===== config.mk =====
export PLATFORM = sky130hd
export DESIGN_NAME = tictactoe_game_logic_flat
export DESIGN_NICKNAME = d
export VERILOG_FILES = /design/src/rtl/tictactoe_game_logic_if.sv /design/src/rtl/tictactoe_game_logic.sv /design/src/flat_wrapper.sv
export SDC_FILE = /design/constraint.sdc
export NUM_CORES = 1
export LEC_CHECK = 0
export BUFFER_PORTS_ARGS = -buffer_cell sky130_fd_sc_hd__buf_2
export CAP_MARGIN = 40
export CORE_MARGIN = 4
export CORE_UTILIZATION = 59
export CTS_BUF_LIST = sky130_fd_sc_hd__clkbuf_8
export DETAILED_ROUTE_END_ITERATION = 8
export GPL_TIMING_DRIVEN = 0
export HOLD_SLACK_MARGIN = 0.02
export PLACE_DENSITY = 0.79
export REMOVE_ABC_BUFFERS = 1
export SYNTH_ARGS = -nofsm -noshare
export SYNTH_HDL_FRONTEND = slang
export SYNTH_SLANG_ARGS = --single-unit

===== constraint.sdc =====
create_clock -name CLOCK_50 -period 2.6 [get_ports CLOCK_50]
set_clock_uncertainty 0.1 [all_clocks]
set_input_delay 0.26 -clock CLOCK_50 [delete_from_list [all_inputs] [get_ports CLOCK_50]]
set_output_delay 0.26 -clock CLOCK_50 [all_outputs]
set_load 0.05 [all_outputs]

===== src/rtl/tictactoe_game_logic_if.sv =====
// Player/board interface for the tic-tac-toe game logic.
//   btn_next / btn_prev / btn_place : level buttons, synchronous to the game clock
//   new_game                        : synchronous, level-sensitive clear of the game
//   block00..block22                : cell codes, row-major (00 empty, 01 X, 10 O)
//   selected                        : cursor cell index 3*row+col (0..8)
//   turn                            : sprite code of the player to move
//   game_over / winner              : end-of-game flag; 00 none, 01 X, 10 O, 11 draw
// master = controller/display side, slave = game logic.
interface tictactoe_game_logic_if;
  logic       btn_next;
  logic       btn_prev;
  logic       btn_place;
  logic       new_game;
  logic [1:0] block00, block01, block02;
  logic [1:0] block10, block11, block12;
  logic [1:0] block20, block21, block22;
  logic [3:0] selected;
  logic [1:0] turn;
  logic       game_over;
  logic [1:0] winner;

  modport master (
    output btn_next, btn_prev, btn_place, new_game,
    input  block00, block01, block02, block10, block11, block12,
           block20, block21, block22, selected, turn, game_over, winner
  );

  modport slave (
    input  btn_next, btn_prev, btn_place, new_game,
    output block00, block01, block02, block10, block11, block12,
           block20, block21, block22, selected, turn, game_over, winner
  );
endinterface


===== src/rtl/tictactoe_game_logic.sv =====
// Tic-tac-toe game logic: cursor movement, mark placement, win/draw detection.
//   CLOCK_50 : system clock, all state updates on its rising edge
//   RESET    : asynchronous active-high reset
//   bus      : tictactoe_game_logic_if.slave (buttons in, board/status out)
// Buttons pass through one input register, then a history register; an event
// is "registered high, history low", so a place press shows on the board two
// clocks after the input rises, and game_over one clock after that.
module tictactoe_game_logic #(
  parameter logic [1:0] FIRST_PLAYER = 2'b01
) (
  input  logic                         CLOCK_50,
  input  logic                         RESET,
  tictactoe_game_logic_if.slave        bus
);

  typedef enum logic [1:0] {PLAY, CHECK, WIN, DRAW} state_t;

  localparam int B_NEXT  = 0;
  localparam int B_PREV  = 1;
  localparam int B_PLACE = 2;

  state_t           state_q, state_d;
  logic [8:0][1:0]  board_q, board_d;
  logic [3:0]       sel_q, sel_d;
  logic [1:0]       turn_q, turn_d;
  logic [3:0]       cnt_q, cnt_d;
  logic             arm_q, arm_d;
  logic [2:0]       btn_s_q, btn_s_d;
  logic [2:0]       btn_h_q, btn_h_d;

  logic [2:0]       btn_raw;
  logic [2:0]       evt;
  logic             line_hit;

  function automatic logic has_line(input logic [8:0][1:0] b, input logic [1:0] p);
    return (b[0] == p && b[1] == p && b[2] == p) ||
           (b[3] == p && b[4] == p && b[5] == p) ||
           (b[6] == p && b[7] == p && b[8] == p) ||
           (b[0] == p && b[3] == p && b[6] == p) ||
           (b[1] == p && b[4] == p && b[7] == p) ||
           (b[2] == p && b[5] == p && b[8] == p) ||
           (b[0] == p && b[4] == p && b[8] == p) ||
           (b[2] == p && b[4] == p && b[6] == p);
  endfunction

  assign btn_raw  = {bus.btn_place, bus.btn_prev, bus.btn_next};
  assign evt      = btn_s_q & ~btn_h_q;
  assign line_hit = has_line(board_q, turn_q);

  always_comb begin
    state_d = state_q;
    board_d = board_q;
    sel_d   = sel_q;
    turn_d  = turn_q;
    cnt_d   = cnt_q;
    arm_d   = 1'b1;
    btn_s_d = btn_raw;
    // First cycle after a clear: preload the history with the live level so
    // a button held through reset/new_game needs a release before it counts.
    btn_h_d = arm_q ? btn_s_q : btn_raw;

    case (state_q)
      PLAY: begin
        if (evt[B_PLACE] && board_q[sel_q] == 2'b00) begin
          board_d[sel_q] = turn_q;
          cnt_d          = cnt_q + 4'd1;
          state_d        = CHECK;
        end else if (evt[B_NEXT] ^ evt[B_PREV]) begin
          if (evt[B_NEXT]) sel_d = (sel_q == 4'd8) ? 4'd0 : sel_q + 4'd1;
          else             sel_d = (sel_q == 4'd0) ? 4'd8 : sel_q - 4'd1;
        end
      end
      CHECK: begin
        if (line_hit)            state_d = WIN;
        else if (cnt_q == 4'd9)  state_d = DRAW;
        else begin
          turn_d  = {turn_q[0], turn_q[1]};
          state_d = PLAY;
        end
      end
      default: ;  // WIN and DRAW hold until cleared
    endcase

    if (bus.new_game) begin
      state_d = PLAY;
      board_d = '0;
      sel_d   = 4'd0;
      turn_d  = FIRST_PLAYER;
      cnt_d   = 4'd0;
      arm_d   = 1'b0;
      btn_s_d = 3'b000;
      btn_h_d = 3'b000;
    end
  end

  always_ff @(posedge CLOCK_50 or posedge RESET) begin
    if (RESET) begin
      state_q <= PLAY;
      board_q <= '0;
      sel_q   <= 4'd0;
      turn_q  <= FIRST_PLAYER;
      cnt_q   <= 4'd0;
      arm_q   <= 1'b0;
      btn_s_q <= 3'b000;
      btn_h_q <= 3'b000;
    end else begin
      state_q <= state_d;
      board_q <= board_d;
      sel_q   <= sel_d;
      turn_q  <= turn_d;
      cnt_q   <= cnt_d;
      arm_q   <= arm_d;
      btn_s_q <= btn_s_d;
      btn_h_q <= btn_h_d;
    end
  end

  assign bus.block00   = board_q[0];
  assign bus.block01   = board_q[1];
  assign bus.block02   = board_q[2];
  assign bus.block10   = board_q[3];
  assign bus.block11   = board_q[4];
  assign bus.block12   = board_q[5];
  assign bus.block20   = board_q[6];
  assign bus.block21   = board_q[7];
  assign bus.block22   = board_q[8];
  assign bus.selected  = sel_q;
  assign bus.turn      = turn_q;
  assign bus.game_over = (state_q == WIN) || (state_q == DRAW);
  assign bus.winner    = (state_q == WIN)  ? turn_q :
                         (state_q == DRAW) ? 2'b11 : 2'b00;

endmodule

===== src/flat_wrapper.sv =====
// flat-port wrapper written by rule: the top's interface ports become plain ports
module tictactoe_game_logic_flat 
#(
  parameter logic [1:0] FIRST_PLAYER = 2'b01
)
  (CLOCK_50, RESET, bus_btn_next, bus_btn_prev, bus_btn_place, bus_new_game, bus_block00, bus_block01, bus_block02, bus_block10, bus_block11, bus_block12, bus_block20, bus_block21, bus_block22, bus_selected, bus_turn, bus_game_over, bus_winner);
  tictactoe_game_logic_if bus_i ();
  input  logic CLOCK_50;
  input  logic RESET;
  input wire logic [$bits(bus_i.btn_next)-1:0] bus_btn_next;
  input wire logic [$bits(bus_i.btn_prev)-1:0] bus_btn_prev;
  input wire logic [$bits(bus_i.btn_place)-1:0] bus_btn_place;
  input wire logic [$bits(bus_i.new_game)-1:0] bus_new_game;
  output wire logic [$bits(bus_i.block00)-1:0] bus_block00;
  output wire logic [$bits(bus_i.block01)-1:0] bus_block01;
  output wire logic [$bits(bus_i.block02)-1:0] bus_block02;
  output wire logic [$bits(bus_i.block10)-1:0] bus_block10;
  output wire logic [$bits(bus_i.block11)-1:0] bus_block11;
  output wire logic [$bits(bus_i.block12)-1:0] bus_block12;
  output wire logic [$bits(bus_i.block20)-1:0] bus_block20;
  output wire logic [$bits(bus_i.block21)-1:0] bus_block21;
  output wire logic [$bits(bus_i.block22)-1:0] bus_block22;
  output wire logic [$bits(bus_i.selected)-1:0] bus_selected;
  output wire logic [$bits(bus_i.turn)-1:0] bus_turn;
  output wire logic [$bits(bus_i.game_over)-1:0] bus_game_over;
  output wire logic [$bits(bus_i.winner)-1:0] bus_winner;
  assign bus_i.btn_next = bus_btn_next;
  assign bus_i.btn_prev = bus_btn_prev;
  assign bus_i.btn_place = bus_btn_place;
  assign bus_i.new_game = bus_new_game;
  assign bus_block00 = bus_i.block00;
  assign bus_block01 = bus_i.block01;
  assign bus_block02 = bus_i.block02;
  assign bus_block10 = bus_i.block10;
  assign bus_block11 = bus_i.block11;
  assign bus_block12 = bus_i.block12;
  assign bus_block20 = bus_i.block20;
  assign bus_block21 = bus_i.block21;
  assign bus_block22 = bus_i.block22;
  assign bus_selected = bus_i.selected;
  assign bus_turn = bus_i.turn;
  assign bus_game_over = bus_i.game_over;
  assign bus_winner = bus_i.winner;
  tictactoe_game_logic #(.FIRST_PLAYER(FIRST_PLAYER)) u_core (.CLOCK_50(CLOCK_50), .RESET(RESET), .bus(bus_i));
endmodule

==> flow_summary.json, run 1 <==
{
  "status": "finished with violations",
  "failed_checks": "negative hold slack",
  "cts_root_buf": "clkbuf_8",
  "dpl.hpwl_um": 3750,
  "clockPowerShare_pct": 34.2,
  "peakVddDrop_v": 0.000496,
  "cts_tree": "built",
  "finalMaxSlewViolations": 0,
  "die_w_um": 71.6,
  "area.growth.synth_to_final_pct": 13.7,
  "cts_buffers": 5,
  "drtIter0Drc": 147,
  "synth.largest_area_cell": "dfrtp_1",
  "die_h_um": 71.6,
  "vias": 2020,
  "whs_ns": -0.00301,
  "htree_levels": 2,
  "worstPathRequired_ns": 2.68,
  "crit_path_end_kind": "register",
  "drtPass1Iterations": 4,
  "avgSynthCellArea_um2": 9.26,
  "final_hold_viol_count": 11,
  "synth_edf_count": 0,
  "clk_pin_slew_ns": 0.08,
  "yosysSeqAreaShare_pct": 38.8,
  "slew_headroom_pct": 39.6,
  "synth_flop_cell": "dfrtp_1",
  "grt_overflow": 0,
  "max_freq_ghz": 0.407,
  "maxCapViolations": 0,
  "antenna_found_initial": 0,
  "num_rows": 22,
  "syn-instance-count": 258,
  "final_cell_mix": "37 x nor2_1, 36 x dfrtp_1, 32 x buf_2",
  "p_comb_share_pct": 21.1,
  "netlist_top_cells_area": "dfrtp_1 38%, mux2i_1 9.6%, nor2_1 5.8%",
  "gp_congestion": 0.869,
  "io_buffers": 32,
  "synth_cell_type_count": 47,
  "finish.utilization_pct": 71.5,
  "post-synth-top-area-fraction_pct": 37.7,
  "clock-sinks": 37,
  "grt_pass1_wl_um": 9380,
  "start_kind": "register",
  "setup_viol": 0,
  "postCtsHoldBufs": 0,
  "wirelength_um": 5440,
  "period_share_pct": 94.5,
  "pin_count": 33,
  "p_sw_mw": 0.450,
  "path_max_fanout": 8,
  "floorplan.initialDensity_pct": 62.9,
  "switching_share_pct": 31.3,
  "worst_slew_pin_slew_ns": 0.893,
  "rsz0062_at_grt": "no",
  "grt_pass1_vias": 1922,
  "clock_latency_ns": 0.30,
  "yosys_warnings": 0,
  "powerDensity_nw_per_um2": 529,
  "die_area_um2": 5130,
  "p_seq_share_pct": 44.7,
  "avgRoutedWirePerCell_um": 16.2,
  "intPower_mw": 0.986,
  "clockBufferDepth": 2,
  "fillers": 302,
  "via_per_inst": 6.03,
  "ant_nets": 0,
  "hp-class": "input pin to async pin",
  "diodes": 0,
  "layout-drive-gt1-share_pct": 22.0,
  "postSynthRegisterBits": 37,
  "grtUsageTotal_pct": 23.0,
  "netlist_area_um2": 2390,
  "placed_cell_area_um2": 2580,
  "remaining_drc_errors": 0,
  "criticalPathCategory": "register to register",
  "final_cell_area_um2": 2720,
  "min_period_ns": 2.46,
  "cp.arrival_ns": 2.53,
  "p_leak_nw": 1.28,
  "async_flop_share_pct": 100,
  "coreArea_um2": 3800,
  "final_common_cell": "nor2_1",
  "fin_nets": 299,
  "grt_max_degree": 38
}
per-layer routing:
metal,vias up,wire [µm],track usage [%]
li1,978,-,-
met1,964,2460,32.0
met2,62,2540,35.1
met3,16,297,4.77
met4,0,142,8.77
met5,-,0,0
path summary, 6_finish.rpt:
check	start	end	slack [ns]	cells after the start
worst max-delay path	u_core.bus.selected[0]$_DFFE_PP0P_	u_core.bus.selected[2]$_DFFE_PP0P_	0.14	7
worst min-delay path	RESET	u_core.state_q[0]$_DFFE_PP0P_	-0.003	2
worst max register to register	u_core.bus.selected[0]$_DFFE_PP0P_	u_core.bus.selected[2]$_DFFE_PP0P_	0.14	7
worst min register to register	u_core.btn_s_q[1]$_DFF_PP0_	u_core.btn_h_q[1]$_DFF_PP0_	0.42	2
max in group asynchronous	RESET	u_core.bus.block00[0]$_DFFE_PP0P_	1.91	2
min in group CLOCK_50	bus_btn_place	u_core.btn_s_q[2]$_DFF_PP0_	0.10	2
critical path: stages (launching register included):
cell and delay, ns:
dfrtp_1 0.47, inv_2 0.18, mux4_2 0.57, o21ai_4 0.23, buf_4 0.20, o211a_2 0.27
a211oi_1 0.09, a31o_2 0.24
Yosys cell counts, drive strengths merged, types with 2 or more instances:
library cell	count
a211oi	6
a21oi	4
a22oi	3
and3	14
buf	4
clkbuf	11
dfrtp	36
ha	7
inv	13
mux2i	23
mux4	2
nand2	10
nand2b	3
nand3	4
nand4	3
nor2	38
nor2b	6
nor3	18
nor4	7
o21a	2
o21ai	8
o22ai	8
or4	2
xnor2	5
xor2	6
area by class of cell:
type                            count  area [µm²]  share of cell area (%)
Timing Repair Buffer               36         210                    7.74
Clock inverter                      3        42.5                    1.57
Multi-Input combinational cell    192        1350                    49.9
Tap cell                           48        60.1                    2.21
Inverter                           14        52.6                    1.94
Clock buffer                        5        68.8                    2.53
Sequential cell                    37         927                    34.1
flip-flops by register name (all words and copies together), names as in the netlist, 3 cells and up:
register             cells
u_core.btn_h_q           3
u_core.cnt_q             4
u_core.bus.selected      4
u_core.btn_s_q           3
power groups by stage:
stage	registers [mW]	logic [mW]	clock network, mW
finish	0.642	0.303	0.491
detailed placement	0.652	0.291	0
global route	0.648	0.334	0.531
floorplan	0.690	0.171	0
global placement	0.657	0.270	0
CTS	0.641	0.294	0.502
through the flow:
stage / instances / setup slack (ns) / hold slack (ns) / power (mW) / setup TNS (ns)
after floorplan: 243 / -0.183 / 0.223 / 0.861 / -0.713
after global placement: 323 / -0.239 / 0.395 / 0.928 / -1.31
after detailed placement: 325 / -0.0938 / 0.346 / 0.943 / -0.219
after CTS: 333 / 0.0591 / 0.0215 / 1.44 / 0
after global routing: 335 / 0.0261 / 0.0658 / 1.51 / 0
final: 335 / 0.143 / -0.00301 / 1.44 / 0
timing repair:
action,in CTS,in global routing
setup buffers,0,2
setup endpoints to repair,4,4
pin swaps,0,1
resized for setup,1,2
logic make-up (layout without fill, tap and decap cells):
kind of cell	count (synthesis)	in the layout	synth area share, %
fa+ha+maj	7	7	3.67
buf+inv	29	58	4.98
mux	25	25	11.5
compound gates	40	40	11.8
simple gates	109	109	25.1
flops	37	37	38.8
xor+xnor	11	11	4.03
(Power assumes the default switching activity.)
==> run 2: changes to the inputs <==
Settings changed: SETUP_SLACK_MARGIN from default to 0.5.
==> run 2 against run 1 <==
  * The flow still finishes with violations (negative hold slack)
  * Power is 9.1% higher
  * Critical path depth stayed put
  * Non-clock buffer count is 24 higher
  * Register-to-register slack better by 0.23 ns
  * Final cell count is 7.2% higher
  * Count of clock-buffer cells in the layout stayed put
  * Global-route usage is 2.8 points higher
  * Routed wire length is 22% higher
  * Combinational power is 45% higher
  * Critical endpoint unchanged
  * Largest cell class unchanged
  * Largest power group unchanged
==> flow_summary.json, run 2 (synthesis gave the netlist of run 1 again) <==
{
  "via_per_inst": 6.40,
  "area.growth.synth_to_final_pct": 31.8,
  "dp_cells": 325,
  "peakVddDrop_v": 0.000508,
  "startpoint": "u_core.bus.selected[0]$_DFFE_PP0P_",
  "slew_headroom_pct": 36.5,
  "final_cell_mix": "37 x nor2_1, 32 x buf_2, 24 x dfrtp_1",
  "whs_ns": -0.00817,
  "crit_family": "compound AO/OA/AOI/OAI gates",
  "grt_overflow": 0,
  "setup_viol": 0,
  "status": "finished with violations",
  "grt_pass1_wl_um": 10400,
  "coreArea_um2": 3800,
  "io_buffers": 32,
  "final_cell_area_um2": 3150,
  "path_max_fanout": 6,
  "die_h_um": 71.6,
  "critical_path_buf_inv_count": 1,
  "cpPeakStageDelay_ns": 0.44,
  "slowest_stage": "dfrtp_2",
  "cts_buffers": 5,
  "pin_count": 33,
  "die_area_um2": 5130,
  "floorplan.initialDensity_pct": 62.9,
  "layout.cells.non_filler": 359,
  "fillers": 210,
  "grtUsageTotal_pct": 25.8,
  "crit_path_end_kind": "register",
  "path_cells": "or3b_1 -> o311a_1 -> o21ai_4 -> buf_6 -> o211a_4 -> a211oi_1 -> a31o_2",
  "cts_tree": "built",
  "ant_nets": 0,
  "criticalPathCategory": "register to register",
  "gp_congestion": 0.869,
  "vias": 2299,
  "final_hold_viol_count": 16,
  "worstPathRequired_ns": 2.68,
  "failed_checks": "negative hold slack",
  "rsz0062_at_grt": "yes",
  "setup-tns-final_ns": 0,
  "clockBufferDepth": 2,
  "maxCapViolations": 0,
  "drtIter0Drc": 264,
  "cts_root_buf": "clkbuf_8",
  "cp.arrival_ns": 2.31,
  "die_w_um": 71.6,
  "dpl.hpwl_um": 3750,
  "wirelength_um": 6640,
  "timing.rr.start": "u_core.bus.selected[0]$_DFFE_PP0P_",
  "diodes": 0,
  "hp-class": "input pin to async pin",
  "num_rows": 22,
  "final_common_cell": "nor2_1",
  "max_freq_ghz": 0.449,
  "antenna_found_initial": 0,
  "avgRoutedWirePerCell_um": 18.5,
  "grt_max_degree": 38,
  "drtPass1Iterations": 6,
  "clk_pin_slew_ns": 0.08,
  "start_kind": "register",
  "p_leak_nw": 1.43,
  "worst_slew_pin_slew_ns": 0.940,
  "grt_pass1_vias": 2099,
  "htree_levels": 2,
  "layout-drive-gt1-share_pct": 38.9,
  "finalMaxSlewViolations": 0,
  "fin_nets": 323,
  "period_share_pct": 85.6,
  "remaining_drc_errors": 0,
  "placed_cell_area_um2": 2580,
  "clock_latency_ns": 0.30,
  "clock-sinks": 37,
  "powerDensity_nw_per_um2": 497,
  "min_period_ns": 2.22
}
-- run 2: final timing paths --
check                                                           to  slack (ns)  cells after the start
worst max-delay path            u_core.bus.selected[2]$_DFFE_PP0P_        0.38                      7
worst min-delay path                 u_core.state_q[1]$_DFFE_PP0P_      -0.008                      2
worst max register to register  u_core.bus.selected[2]$_DFFE_PP0P_        0.38                      7
worst min register to register         u_core.btn_h_q[1]$_DFF_PP0_        0.43                      2
max in group asynchronous        u_core.bus.block20[0]$_DFFE_PP0P_        1.86                      2
min in group CLOCK_50                  u_core.btn_s_q[1]$_DFF_PP0_        0.10                      2
-- run 2: power breakdown --
group          leakage (nW)  internal [mW]  switching [mW]
clock network        0.0595          0.284           0.212
registers             0.483          0.601          0.0313
logic                 0.886          0.168           0.269
total                  1.43           1.05           0.513
-- run 2: final cells by class --
cell class	instances	area (µm²)	share of cell area (%)
Multi-Input combinational cell	192	1540	49.0
Clock inverter	3	42.5	1.35
Inverter	14	55.1	1.75
Tap cell	48	60.1	1.91
Clock buffer	5	68.8	2.19
Sequential cell	37	946	30.0
Timing Repair Buffer	60	434	13.8
-- run 2: per-layer routing --
| layer | vias to the layer above | track usage [%] | routed length, µm |
|---|---|---|---|
| met5 | - | 0 | 0 |
| met4 | 0 | 10.4 | 254 |
| met3 | 28 | 4.63 | 484 |
| met2 | 121 | 40.1 | 3250 |
| met1 | 1119 | 35.6 | 2660 |
| li1 | 1031 | - | - |
-- run 2: timing repair --
item                                    in CTS  in global routing
resized for setup                           28                 26
pin swaps                                    7                 14
setup buffers                               20                  6
hold buffers                                 0                  0
endpoints found under the setup margin      30                 28
-- run 2: metrics by stage --
| stage | setup slack, ns | util [%] | power, mW |
|---|---|---|---|
| 6_report | 0.375 | 82.9 | 1.57 |
| 5_1_grt | 0.309 | 82.9 | 1.64 |
| 4_1_cts | 0.427 | 78.6 | 1.51 |
| 3_5_place_dp | -0.0938 | 67.9 | 0.943 |
| 3_3_place_gp | -0.239 | 66.9 | 0.928 |
| 2_1_floorplan | -0.183 | - | 0.861 |
==> run 3: changes to the inputs <==
Settings changed: RECOVER_POWER from default to 25.
==> run 3 against run 2 <==
  * The flow now finishes without violations
  * Power down 0.19%
  * Register-to-register slack about the same
  * Final cell count unchanged
  * Critical path depth unchanged
  * Sequential share of layout area unchanged
  * Routed wire length about the same
  * Via count about the same
  * Largest cell class unchanged
==> flow_summary.json, run 3 (synthesis gave the netlist of run 1 again) <==
{
  "period_share_pct": 85.6,
  "path_max_fanout": 6,
  "p_comb_share_pct": 28.0,
  "postCtsHoldBufs": 0,
  "final_cell_mix": "37 x nor2_1, 32 x buf_2, 24 x dfrtp_1",
  "worst_slew_pin_slew_ns": 1.38,
  "die_h_um": 71.6,
  "cts_root_buf": "clkbuf_8",
  "num_rows": 22,
  "setup_viol": 0,
  "clock-sinks": 37,
  "clockBufferDepth": 2,
  "start_kind": "register",
  "htree_levels": 2,
  "final_common_cell": "nor2_1",
  "finish.utilization_pct": 82.9,
  "grt_most_used_layer": "met2",
  "cts_tree": "built",
  "die_w_um": 71.6,
  "grtUsageTotal_pct": 25.8,
  "fillers": 210,
  "peakVddDrop_v": 0.000501,
  "switching_share_pct": 32.6,
  "die_area_um2": 5130,
  "clockPowerShare_pct": 31.6,
  "ant_nets": 0,
  "hp-class": "input pin to register",
  "avgRoutedWirePerCell_um": 18.5,
  "worstPathRequired_ns": 2.68,
  "dpl.hpwl_um": 3750,
  "slew_headroom_pct": 7.88,
  "powerDensity_nw_per_um2": 497,
  "status": "finished, final reports clean",
  "diodes": 0,
  "cts_buffers": 5,
  "max_freq_ghz": 0.449,
  "use_met1_pct": 35.6,
  "grt_pass1_vias": 2099,
  "drtIter0Drc": 264,
  "p_leak_nw": 1.43,
  "crit_path_end_kind": "register",
  "grt_pass1_wl_um": 10400,
  "p_sw_mw": 0.510,
  "min_period_ns": 2.23,
  "clk_pin_slew_ns": 0.08,
  "gp_congestion": 0.869,
  "via_per_inst": 6.40,
  "clock_latency_ns": 0.30,
  "layout-drive-gt1-share_pct": 38.6,
  "fin_nets": 323,
  "grt_overflow": 0,
  "drtPass1Iterations": 7,
  "io_buffers": 32,
  "pin_count": 33,
  "antenna_found_initial": 0,
  "remaining_drc_errors": 0,
  "multiInputGateArea_um2": 1540,
  "intPower_mw": 1.05,
  "use_met3_pct": 4.63,
  "coreArea_um2": 3800,
  "p_seq_share_pct": 40.4,
  "final_hold_viol_count": 0,
  "finalMaxSlewViolations": 0,
  "finalPower_mw": 1.56,
  "vias": 2298,
  "area.growth.synth_to_final_pct": 31.8,
  "whs_ns": 0.0983,
  "criticalPathCategory": "register to register",
  "maxCapViolations": 0,
  "met2_usage_pct": 40.1,
  "wirelength_um": 6650,
  "cp.arrival_ns": 2.31,
  "rsz0062_at_grt": "yes",
  "grt_max_degree": 38,
  "regArea_um2": 946,
  "floorplan.initialDensity_pct": 62.9
}
-- run 3: layout make-up --
| type | instances | share of cell area, % |
|---|---|---|
| clock buffer | 5 | 2.19 |
| clock inverter | 3 | 1.35 |
| inverter | 14 | 1.75 |
| multi-input combinational | 192 | 49.0 |
| sequential | 37 | 30.0 |
| tap | 48 | 1.91 |
| timing repair buffer | 60 | 13.8 |
-- run 3: critical path: stages, from the launching register on --
cell and delay (ns):
dfrtp_2 0.44, or3b_1 0.39, o311a_1 0.40, o21ai_4 0.09, buf_6 0.14, o211a_4 0.21, a211oi_1 0.08, a31o_2 0.25
-- run 3: path summary, 6_finish.rpt --
path                            depth (start not counted)                               start  slack (ns)                            endpoint
worst max-delay path                                    7  u_core.bus.selected[0]$_DFFE_PP0P_        0.37  u_core.bus.selected[2]$_DFFE_PP0P_
worst min-delay path                                    2                       bus_btn_place         0.1         u_core.btn_s_q[2]$_DFF_PP0_
worst max register to register                          7  u_core.bus.selected[0]$_DFFE_PP0P_        0.37  u_core.bus.selected[2]$_DFFE_PP0P_
worst min register to register                          2         u_core.btn_s_q[1]$_DFF_PP0_        0.43         u_core.btn_h_q[1]$_DFF_PP0_
max in group asynchronous                               2                               RESET        1.23  u_core.bus.selected[2]$_DFFE_PP0P_
min in group asynchronous                               2                               RESET        0.25       u_core.state_q[1]$_DFFE_PP0P_
-- run 3: metal layers --
layer	vias to the layer above	part of all wire (%)	wire length [µm]
met5	-	0	0
met4	0	4.0	264
met3	30	7.2	477
met2	123	49	3240
met1	1115	40	2670
li1	1030	-	-
-- run 3: repair_timing --
item / CTS / global route
pin swaps: 7 / 14
endpoints found under the setup margin: 30 / 28
gates cloned: 0 / 0
buffers inserted: 20 / 6
resized for setup: 28 / 26
-- run 3: through the flow --
stage	area, µm²	cells	TNS [ns]	setup slack (ns)
after floorplan	2320	243	-0.713	-0.183
after global placement	2540	323	-1.31	-0.239
after detailed placement	2580	325	-0.219	-0.0938
after CTS	2990	353	0	0.427
after global routing	3150	359	0	0.309
final	3150	359	0	0.374
-- run 3: power by group through the flow --
| stage | Clock [mW] | Combinational [mW] | Sequential (mW) |
|---|---|---|---|
| after floorplan | 0 | 0.171 | 0.690 |
| after global placement | 0 | 0.270 | 0.657 |
| after detailed placement | 0 | 0.291 | 0.652 |
| after CTS | 0.502 | 0.385 | 0.626 |
| after global routing | 0.530 | 0.472 | 0.635 |
| final | 0.493 | 0.437 | 0.632 |
